<file path="src/rtl/random_uniform_mc.sv">
// random_uniform_mc: multi-channel uniform random source.
// Each channel has its own Fibonacci LFSR. A multiply-shift range map
// converts the LFSR state into a sample in [O_MIN, O_MAX]. A warm-up
// state machine steps every LFSR WARMUP times after reset or reseed,
// then samples flow through a valid/ready handshake. Each LFSR advances
// only when a new sample is loaded.
//
// Ports:
//   clk        clock
//   rst        asynchronous active-high reset
//   seed_load  single-cycle reseed request (wins over a handshake)
//   seed_i     base seed used by seed_load
//   out_ready  consumer ready, shared by all channels
//   out_valid  samples valid
//   uniform_o  channel k at bits [k*OUT_W +: OUT_W]
//   busy       high while warming up
//
// Optional feature, enabled by defining RANDOM_UNIFORM_MC_STATS_EN:
//   sample_cnt  saturating count of completed handshakes
//   range_err   sticky flag for a loaded sample outside [O_MIN, O_MAX]
module random_uniform_mc #(
  parameter int unsigned N_CH        = 4,
  parameter int unsigned LFSR_W      = 16,
  parameter int unsigned OUT_W       = 16,
  parameter logic [31:0] SEED        = 32'h0000_0001,
  parameter logic [31:0] SEED_STRIDE = 32'h0000_1F35,
  parameter int unsigned O_MAX       = 1024,
  parameter int unsigned O_MIN       = 1,
  parameter int unsigned WARMUP      = 8
) (
  input  logic                   clk,
  input  logic                   rst,
  input  logic                   seed_load,
  input  logic [LFSR_W-1:0]      seed_i,
  input  logic                   out_ready,
  output logic                   out_valid,
  output logic [N_CH*OUT_W-1:0]  uniform_o,
  output logic                   busy
`ifdef RANDOM_UNIFORM_MC_STATS_EN
  ,
  output logic [31:0]            sample_cnt,
  output logic                   range_err
`endif
);

  localparam int unsigned R  = O_MAX - O_MIN + 1;
  localparam int unsigned RW = $clog2(R + 1);
  localparam int unsigned PW = LFSR_W + RW;

  // Feedback tap masks for the supported widths.
  localparam logic [31:0] TAP32 = (LFSR_W == 16) ? 32'h0000_D008 :
                                  (LFSR_W == 24) ? 32'h00E1_0000 :
                                                   32'h8020_0003;
  localparam logic [LFSR_W-1:0] TAPS = LFSR_W'(TAP32);

  // Elaboration-time parameter checks.
  if (!(LFSR_W == 16 || LFSR_W == 24 || LFSR_W == 32)) begin : g_bad_lfsr_w
    $error("random_uniform_mc: LFSR_W must be 16, 24 or 32");
  end
  if (O_MAX < O_MIN) begin : g_bad_range
    $error("random_uniform_mc: O_MAX must be >= O_MIN");
  end
  if (N_CH < 1 || N_CH > 16) begin : g_bad_n_ch
    $error("random_uniform_mc: N_CH must be 1..16");
  end
  if (WARMUP > 255) begin : g_bad_warmup
    $error("random_uniform_mc: WARMUP must be 0..255");
  end
  if (OUT_W < 32) begin : g_out_w_chk
    if (64'(O_MAX) >= (64'd1 << OUT_W)) begin : g_bad_o_max
      $error("random_uniform_mc: O_MAX does not fit in OUT_W");
    end
  end

  typedef enum logic [0:0] {
    S_WARM = 1'b0,
    S_RUN  = 1'b1
  } state_t;

  state_t                        state;
  logic [7:0]                    warm_cnt;
  logic [N_CH-1:0][LFSR_W-1:0]   lfsr;
  logic [N_CH-1:0][LFSR_W-1:0]   lfsr_nxt;
  logic [N_CH-1:0][LFSR_W-1:0]   seed_rst;
  logic [N_CH-1:0][LFSR_W-1:0]   seed_new;
  logic [N_CH*OUT_W-1:0]         mapped;
  logic                          load_c;

  // Per-channel seed; a zero result would lock the LFSR, so it becomes 1.
  function automatic logic [LFSR_W-1:0] seed_of(input logic [LFSR_W-1:0] base,
                                                input int unsigned k);
    logic [63:0] sum;
    sum = 64'(base) + 64'(k) * 64'(SEED_STRIDE);
    seed_of = (sum[LFSR_W-1:0] == '0) ? LFSR_W'(1) : sum[LFSR_W-1:0];
  endfunction

  // One LFSR step; the zero state is forced back to 1.
  function automatic logic [LFSR_W-1:0] lfsr_step(input logic [LFSR_W-1:0] s);
    lfsr_step = (s == '0) ? LFSR_W'(1) : {s[LFSR_W-2:0], ^(s & TAPS)};
  endfunction

  // Multiply-shift range map; full-width product, then truncate.
  function automatic logic [OUT_W-1:0] range_map(input logic [LFSR_W-1:0] s);
    logic [PW-1:0] p;
    p = PW'(s) * PW'(R);
    range_map = OUT_W'(p >> LFSR_W) + OUT_W'(O_MIN);
  endfunction

  // Per-channel next state, seeds and mapped samples.
  always_comb begin
    lfsr_nxt = '0;
    seed_rst = '0;
    seed_new = '0;
    mapped   = '0;
    for (int unsigned k = 0; k < N_CH; k++) begin
      lfsr_nxt[k] = lfsr_step(lfsr[k]);
      seed_rst[k] = seed_of(LFSR_W'(SEED), k);
      seed_new[k] = seed_of(seed_i, k);
      mapped[k*OUT_W +: OUT_W] = range_map(lfsr[k]);
    end
  end

  // A sample is loaded on the last warm-up cycle or whenever the output slot frees.
  assign load_c = (state == S_RUN) ? (!out_valid || out_ready)
                                   : (warm_cnt == 8'(WARMUP));

  // Warm-up / run state machine with registered outputs.
  always_ff @(posedge clk or posedge rst) begin
    if (rst) begin
      lfsr      <= seed_rst;
      state     <= S_WARM;
      warm_cnt  <= '0;
      out_valid <= 1'b0;
      uniform_o <= '0;
      busy      <= 1'b1;
    end else if (seed_load) begin
      lfsr      <= seed_new;
      state     <= S_WARM;
      warm_cnt  <= '0;
      out_valid <= 1'b0;
      busy      <= 1'b1;
    end else begin
      case (state)
        S_WARM: begin
          lfsr <= lfsr_nxt;
          if (load_c) begin
            uniform_o <= mapped;
            out_valid <= 1'b1;
            busy      <= 1'b0;
            state     <= S_RUN;
          end else begin
            warm_cnt <= warm_cnt + 8'd1;
          end
        end
        S_RUN: begin
          if (load_c) begin
            lfsr      <= lfsr_nxt;
            uniform_o <= mapped;
            out_valid <= 1'b1;
          end
        end
        default: begin
          state <= S_WARM;
        end
      endcase
    end
  end

`ifdef RANDOM_UNIFORM_MC_STATS_EN
  logic out_of_range_c;

  // Offset-compare keeps the bound check valid for O_MIN == 0.
  always_comb begin
    out_of_range_c = 1'b0;
    for (int unsigned k = 0; k < N_CH; k++) begin
      if ((32'(mapped[k*OUT_W +: OUT_W]) - O_MIN) > (O_MAX - O_MIN)) begin
        out_of_range_c = 1'b1;
      end
    end
  end

  // Handshake counter and sticky range flag.
  always_ff @(posedge clk or posedge rst) begin
    if (rst) begin
      sample_cnt <= '0;
      range_err  <= 1'b0;
    end else if (seed_load) begin
      sample_cnt <= '0;
    end else begin
      if (out_valid && out_ready && (sample_cnt != 32'hFFFF_FFFF)) begin
        sample_cnt <= sample_cnt + 32'd1;
      end
      if (load_c && out_of_range_c) begin
        range_err <= 1'b1;
      end
    end
  end
`endif

endmodule
</file>
<file path="config.mk">
export PLATFORM = sky130hd
export DESIGN_NAME = random_uniform_mc
export DESIGN_NICKNAME = d
export VERILOG_FILES = /design/src/rtl/random_uniform_mc.sv
export SDC_FILE = /design/constraint.sdc
export NUM_CORES = 1
export LEC_CHECK = 0
export CORE_ASPECT_RATIO = 0.8
export CORE_MARGIN = 4
export CORE_UTILIZATION = 40
export DETAILED_ROUTE_END_ITERATION = 8
export GPL_TIMING_DRIVEN = 1
export PLACE_DENSITY_LB_ADDON = 0.1
export SLEW_MARGIN = 20
export SYNTH_ARGS = -nofsm -noshare
export SYNTH_HDL_FRONTEND = slang
export SYNTH_SLANG_ARGS = --single-unit
</file>
<file path="constraint.sdc">
create_clock -name clk -period 7.25 [get_ports clk]
set_clock_uncertainty 0.2 [all_clocks]
set_input_delay 0.725 -clock clk [delete_from_list [all_inputs] [get_ports clk]]
set_output_delay 0.725 -clock clk [all_outputs]
set_load 0.05 [all_outputs]
</file>
Yosys cells after proc, flatten, opt, wreduce, memory -nomap -nowiden

Cells that the tools add are included.

Register bits: 139
Input bits: 20
Output and inout bits: 66
Word-level logic and storage cells: 65

$add $sub $neg: 8
Equal/unequal tests: 4
Muxes and demuxes: 24
Bitwise logic cells: 2
Reductions and logical operators: 18

Operators by type and width:

| operator                 | count |
|---|---|
| $mux W64                 | 3 |
| $logic_not A16 Y1        | 8 |
| $mux W16                 | 8 |
| $pmux W64 S2             | 1 |
| $reduce_xor A16 Y1       | 4 |
| $add A10 B1 Y11 const B  | 4 |
| $mux W8                  | 3 |
| $add A16 B13 Y16 const B | 1 |
| $add A16 B14 Y16 const B | 1 |
| $add A16 B15 Y16 const B | 1 |
| $mux W1                  | 9 |
| $add A8 B1 Y8 const B    | 1 |
| $eq A8 B4 Y1 const B     | 1 |
| $reduce_and A2 Y1        | 3 |
| $ne A2 B2 Y1 const B     | 2 |
| $ne A3 B2 Y1 const B     | 1 |
| $not A1 Y1               | 2 |
| $reduce_bool A2 Y1       | 1 |
| $logic_not A1 Y1         | 1 |
| $logic_or A1 B1 Y1       | 1 |

Logic depth before layout (Yosys ltp)

Word-level depth: 6
Mapped depth: 9
Depth with buffers taken out: 8

Least setup slack after synthesis

Ideal clock, no wire load.

Path type: input to register
From: input port seed_i[2]
To: register lfsr[49] in the netlist's numbering
Setup time: 0.133 ns
Arrival: 2.418 ns
Required time: 6.917 ns
Slack: 4.499 ns
Cell stages on the path: 9
Path buffers: 1
Cell sequence: buf_2 > inv_1 > ha_1 > or4b_1 > nor4_1 > a31oi_1 > o32a_1 > nor4_2 > a21oi_1

Cells in the longest elaborated chain, start to end: 4

RTL lines:

| what                 | RTL line | source |
|---|---|---|
| from (decl)          | 34       | `input logic [LFSR_W-1:0] seed_i,` |
| $add A16 B15 Y16     | 93       | `sum = 64'(base) + 64'(k) * 64'(SEED_STRIDE);` |
| $logic_not A16 Y1    | 94       | `seed_of = (sum[LFSR_W-1:0] == '0) ? LFSR_W'(1) : sum[LFSR_W-1:0];` |
| $mux W16             | 94       |  |
| $mux W64             | 136      | `end else if (seed_load) begin` |
| to (signal assigned) | 130      | `lfsr <= seed_rst;` |
| to (signal assigned) | 137      | `lfsr <= seed_new;` |
| to (signal assigned) | 145      | `lfsr <= lfsr_nxt;` |
| to (decl)            | 82       | `logic [N_CH-1:0][LFSR_W-1:0] lfsr;` |

No other way between the ends.
A chain may end at the register's enable or synchronous reset.

Worst setup path in the final report

From: input port seed_i[2]
To: register lfsr[17] in the netlist's numbering

Cells in the longest elaborated chain, start to end: 4

RTL lines:

| what              | RTL line |
|---|---|
| $add A16 B13 Y16  | 93 |
| $logic_not A16 Y1 | 94 |
| $mux W16          | 94 |
| $mux W64          | 136 |

No other way between the ends.

==> metrics.md <==
| Metric | Value |
|---|---|
| Hold_buf cts | 0 |
| Largest net degree at the start of global routing | 71 |
| Register area share after synthesis | 39.1% |
| Ys Warns | 0 |
| Critical path arrival | 3550 ps |
| Reg-to-reg slack, setup | 4410 ps |
| Wire length per cell | ~18 um |
| Grt ovf | 0 |
| First-pass DRT Iterations | 5 |
| Vias post-DR | roughly 6.4k |
| Post-synth top cells | 113 x nand2_1, 91 x dfrtp_1, 90 x nor2_1, 69 x a21oi_1, 57 x o21ai_0 |
| Placed Area | 8350 um^2 |
| DR iter-0 viols | 612 |
| Setup tns final | 0 ps |
| Routed WL | 21.3 mm |
| Worst skew pair latency | 420 ps |
| Die Width | 163 um |
| Port Buffers | 65 |
| Clk slew on worst S/H paths | 60 ps |
| Worst Hold Class | flop to flop |
| Netlist cell types | 72 |
| ANT nets after route | 0 |
| Resize count post-CTS | 0 |
| Core Area | 19000 um^2 |
| Fin. max-slew vios | 0 |
| Crit Path Category | primary input to flop |
| Tcrit/Tclk final | 46.8% |
| Main synth FF type | dfrtp_1 |
| DIE AREA | 21600 um^2 |
| Final non-filler cell total | 1188 |
| Root Buffer | clkbuf_16 |
| Yosys reg bits | approximately 120 |
| Clk buf depth | 2 |
| EDFF count, synth | 0 |
| Largest stage delay on the critical path | 830 ps |
| Critical Path Stages | 9 |
| Post-DR vias/cell | 5.38 |
| Die Y | around 130 um |
| Final setup viols | 0 |
| Finished Cell Area | 8940 um^2 |
| RSZ-0062 raised after global routing | no |
| Worst-case reg-to-reg path depth | 8 |
| Routability cong. | 0.913 |
| Diode count | 0 |
| CP Cell Sequence | clkdlybuf4s50_1 > inv_1 > ha_1 > a21oi_1 > o21ai_0 > xnor2_1 > o311ai_1 > nand2_1 > o21a_1 |
| Critical path buffers and inverters | 2 |
| Total GRT Usage | 20.0% |
| Share of cells above drive strength 1 | 9.35% |
| Worst setup path end | lfsr[17] |
| Maximum VDD drop | between 0.15 and 0.2 mV |
| Critical path peak fanout | 16 |
| Synth area leaders | dfrtp_1 30%, dfstp_2 9.5%, xnor2_1 5.6% |
| # IOs | 86 |
| # Max-Cap Violations | 0 |
| Setup Fix Bufs, Post-CTS | 0 |
| CTS tree | done |
| Crit end category | flop |
| H-tree depth | 4 |
| Pleak | 3.83 nW |
| Layout Area Growth over Synthesis | 15.9% |
| Crit path from | seed_i[2] |
| Initial Utilization | approximately two fifths |
| Number of antenna violations at the first check in global routing | 0 |
| Final #Nets | 963 |
| CP max stage cell | clkdlybuf4s50_1 |
| Residual DRC | 0 |
| Reg2Reg Launch Point | warm_cnt[0] |
| Avg Cell Area, Syn | 8.64 um^2 |
| Placed insts | 1156 |
| Top-count cell post-synth | nand2_1 |
| Max-Slew Margin vs Limit | 37.0% |
| Family with the most delay on the worst path | compound AO/OA/AOI/OAI gates |
| PwrDens | 284 nW/um^2 |
| Area of the mapped netlist | 7710 um^2 |
| Status | finished clean |
| Hold Path Stages | 2 |
| CP Launch Type | primary input |
| Num CTS Buffers | 17 |
| Asr flop ratio synth | 100% |
| Rows | 45 |
| CP Data Required Time | ~7400 ps |
| Yosys top cell by area | dfrtp_1 |
| First-pass GRT wire length | 34.2 mm |
| Slew @ Worst Pin | 942 ps |
| FF-to-FF End | uniform_o[26] |
| Post-detail-place hpwl | 14.9 mm |
| Fin crit period | 3400 ps |
| Fmax | 295 MHz |
| # clock sinks | 119 |
| Final hold violation count | 0 |
| Vias in the first global route | 5876 |
| Post-synth top area share | slightly below 30% |
| Cells after Synth | 892 |
through the flow:
step	utilization (%)	hold slack (ps)	power (mW)	setup WS (ps)
floorplan	-	287	1.45	3210
global placement	44.0	262	1.69	3470
detailed placement	44.0	264	1.70	3490
CTS	47.1	278	2.56	3940
global route	47.1	299	2.66	3680
finish	47.1	272	2.54	3850
logic make-up after synthesis:
family | Yosys count | share of synthesized area, %
AND/OR/NAND/NOR | 318 | 19.8
AO/OA/AOI/OAI | 201 | 16.0
flip-flops | 119 | 39.1
buffers and inverters | 115 | 7.55
XOR/XNOR | 76 | 8.63
multiplexers | 36 | 4.67
adder cells (fa/ha/maj) | 26 | 4.22
other | 1 | 0.0486
layout make-up:
| type | count | area [um^2] |
|---|---|---|
| clock buffer | 19 | 443 |
| clock inverter | 13 | 145 |
| fill | 1917 | 10000 |
| inverter | 29 | 111 |
| multi-input combinational | 677 | 4200 |
| sequential | 119 | 3010 |
| tap | 258 | 323 |
| timing repair buffer | 73 | 706 |
worst min-delay path by stage:
stage                       start            end  slack, ps
floorplan                 lfsr[0]        lfsr[0]        290
global placement    uniform_o[58]  uniform_o[58]        260
detailed placement  uniform_o[58]  uniform_o[58]        260
CTS                 uniform_o[58]  uniform_o[58]        280
global route        uniform_o[49]  uniform_o[49]        300
finish              uniform_o[42]  uniform_o[42]        270
sequential cells by signal, indices dropped and copies added, names as in the netlist:
register	cells
state	1
uniform_o	44
lfsr	64
busy	1
out_valid	1
warm_cnt	8
cell usage in the layout, fill, tap and decap left out, types with 3 or more instances in the layout:
cell type | Yosys | layout
buf_4 | 23 | 8
o21ai_1 | 3 | 3
nor4b_1 | 9 | 9
nand3_1 | 26 | 26
nand2_1 | 113 | 113
o2111ai_1 | 6 | 6
nand3b_1 | 5 | 5
inv_6 | 0 | 3
a31oi_1 | 17 | 17
clkbuf_16 | 0 | 17
ha_1 | 26 | 26
conb_1 | 1 | 20
nor4_1 | 9 | 9
dfrtp_1 | 91 | 91
a41oi_1 | 3 | 3
a21o_1 | 3 | 3
nor2_1 | 90 | 90
o221ai_1 | 5 | 5
nand4_1 | 7 | 7
or4_1 | 5 | 5
a21oi_1 | 69 | 69
nor2b_1 | 4 | 4
clkinv_4 | 0 | 3
or3_1 | 4 | 4
clkinvlp_4 | 0 | 3
nor3_1 | 11 | 10
dfstp_2 | 28 | 28
a221oi_1 | 4 | 4
o21a_1 | 5 | 5
a311oi_1 | 3 | 3
xor2_1 | 27 | 27
inv_1 | 28 | 27
mux2i_1 | 36 | 36
and3_1 | 13 | 13
clkdlybuf4s50_1 | 0 | 64
o21ai_0 | 57 | 57
xnor2_1 | 49 | 49
worst register-to-register path: cells and delay by family, from the launching register on:
kind	cells	cell delay, ps
compound gates	1	160
flops	1	420
buf+inv	2	680
simple gates	4	1170
fa+ha+maj	1	140
where the power goes:
| group | switching (mW) | leakage (nW) | total, mW | internal (mW) |
|---|---|---|---|---|
| combinational | 0.518 | 2.17 | 0.785 | 0.267 |
| clock | 0.332 | 0.280 | 0.850 | 0.518 |
| sequential | 0.104 | 1.38 | 0.902 | 0.798 |
| total | 0.955 | 3.83 | 2.54 | 1.58 |
per-layer routing:
metal,vias to the layer above,share of wire [%],global-route usage [%]
met5,-,0,0
met4,0,0.85,4.29
met3,15,6.3,4.25
met2,211,39,25.3
met1,3054,54,33.8
li1,3108,-,-
No activity file was read; power rests on OpenSTA's default activity.
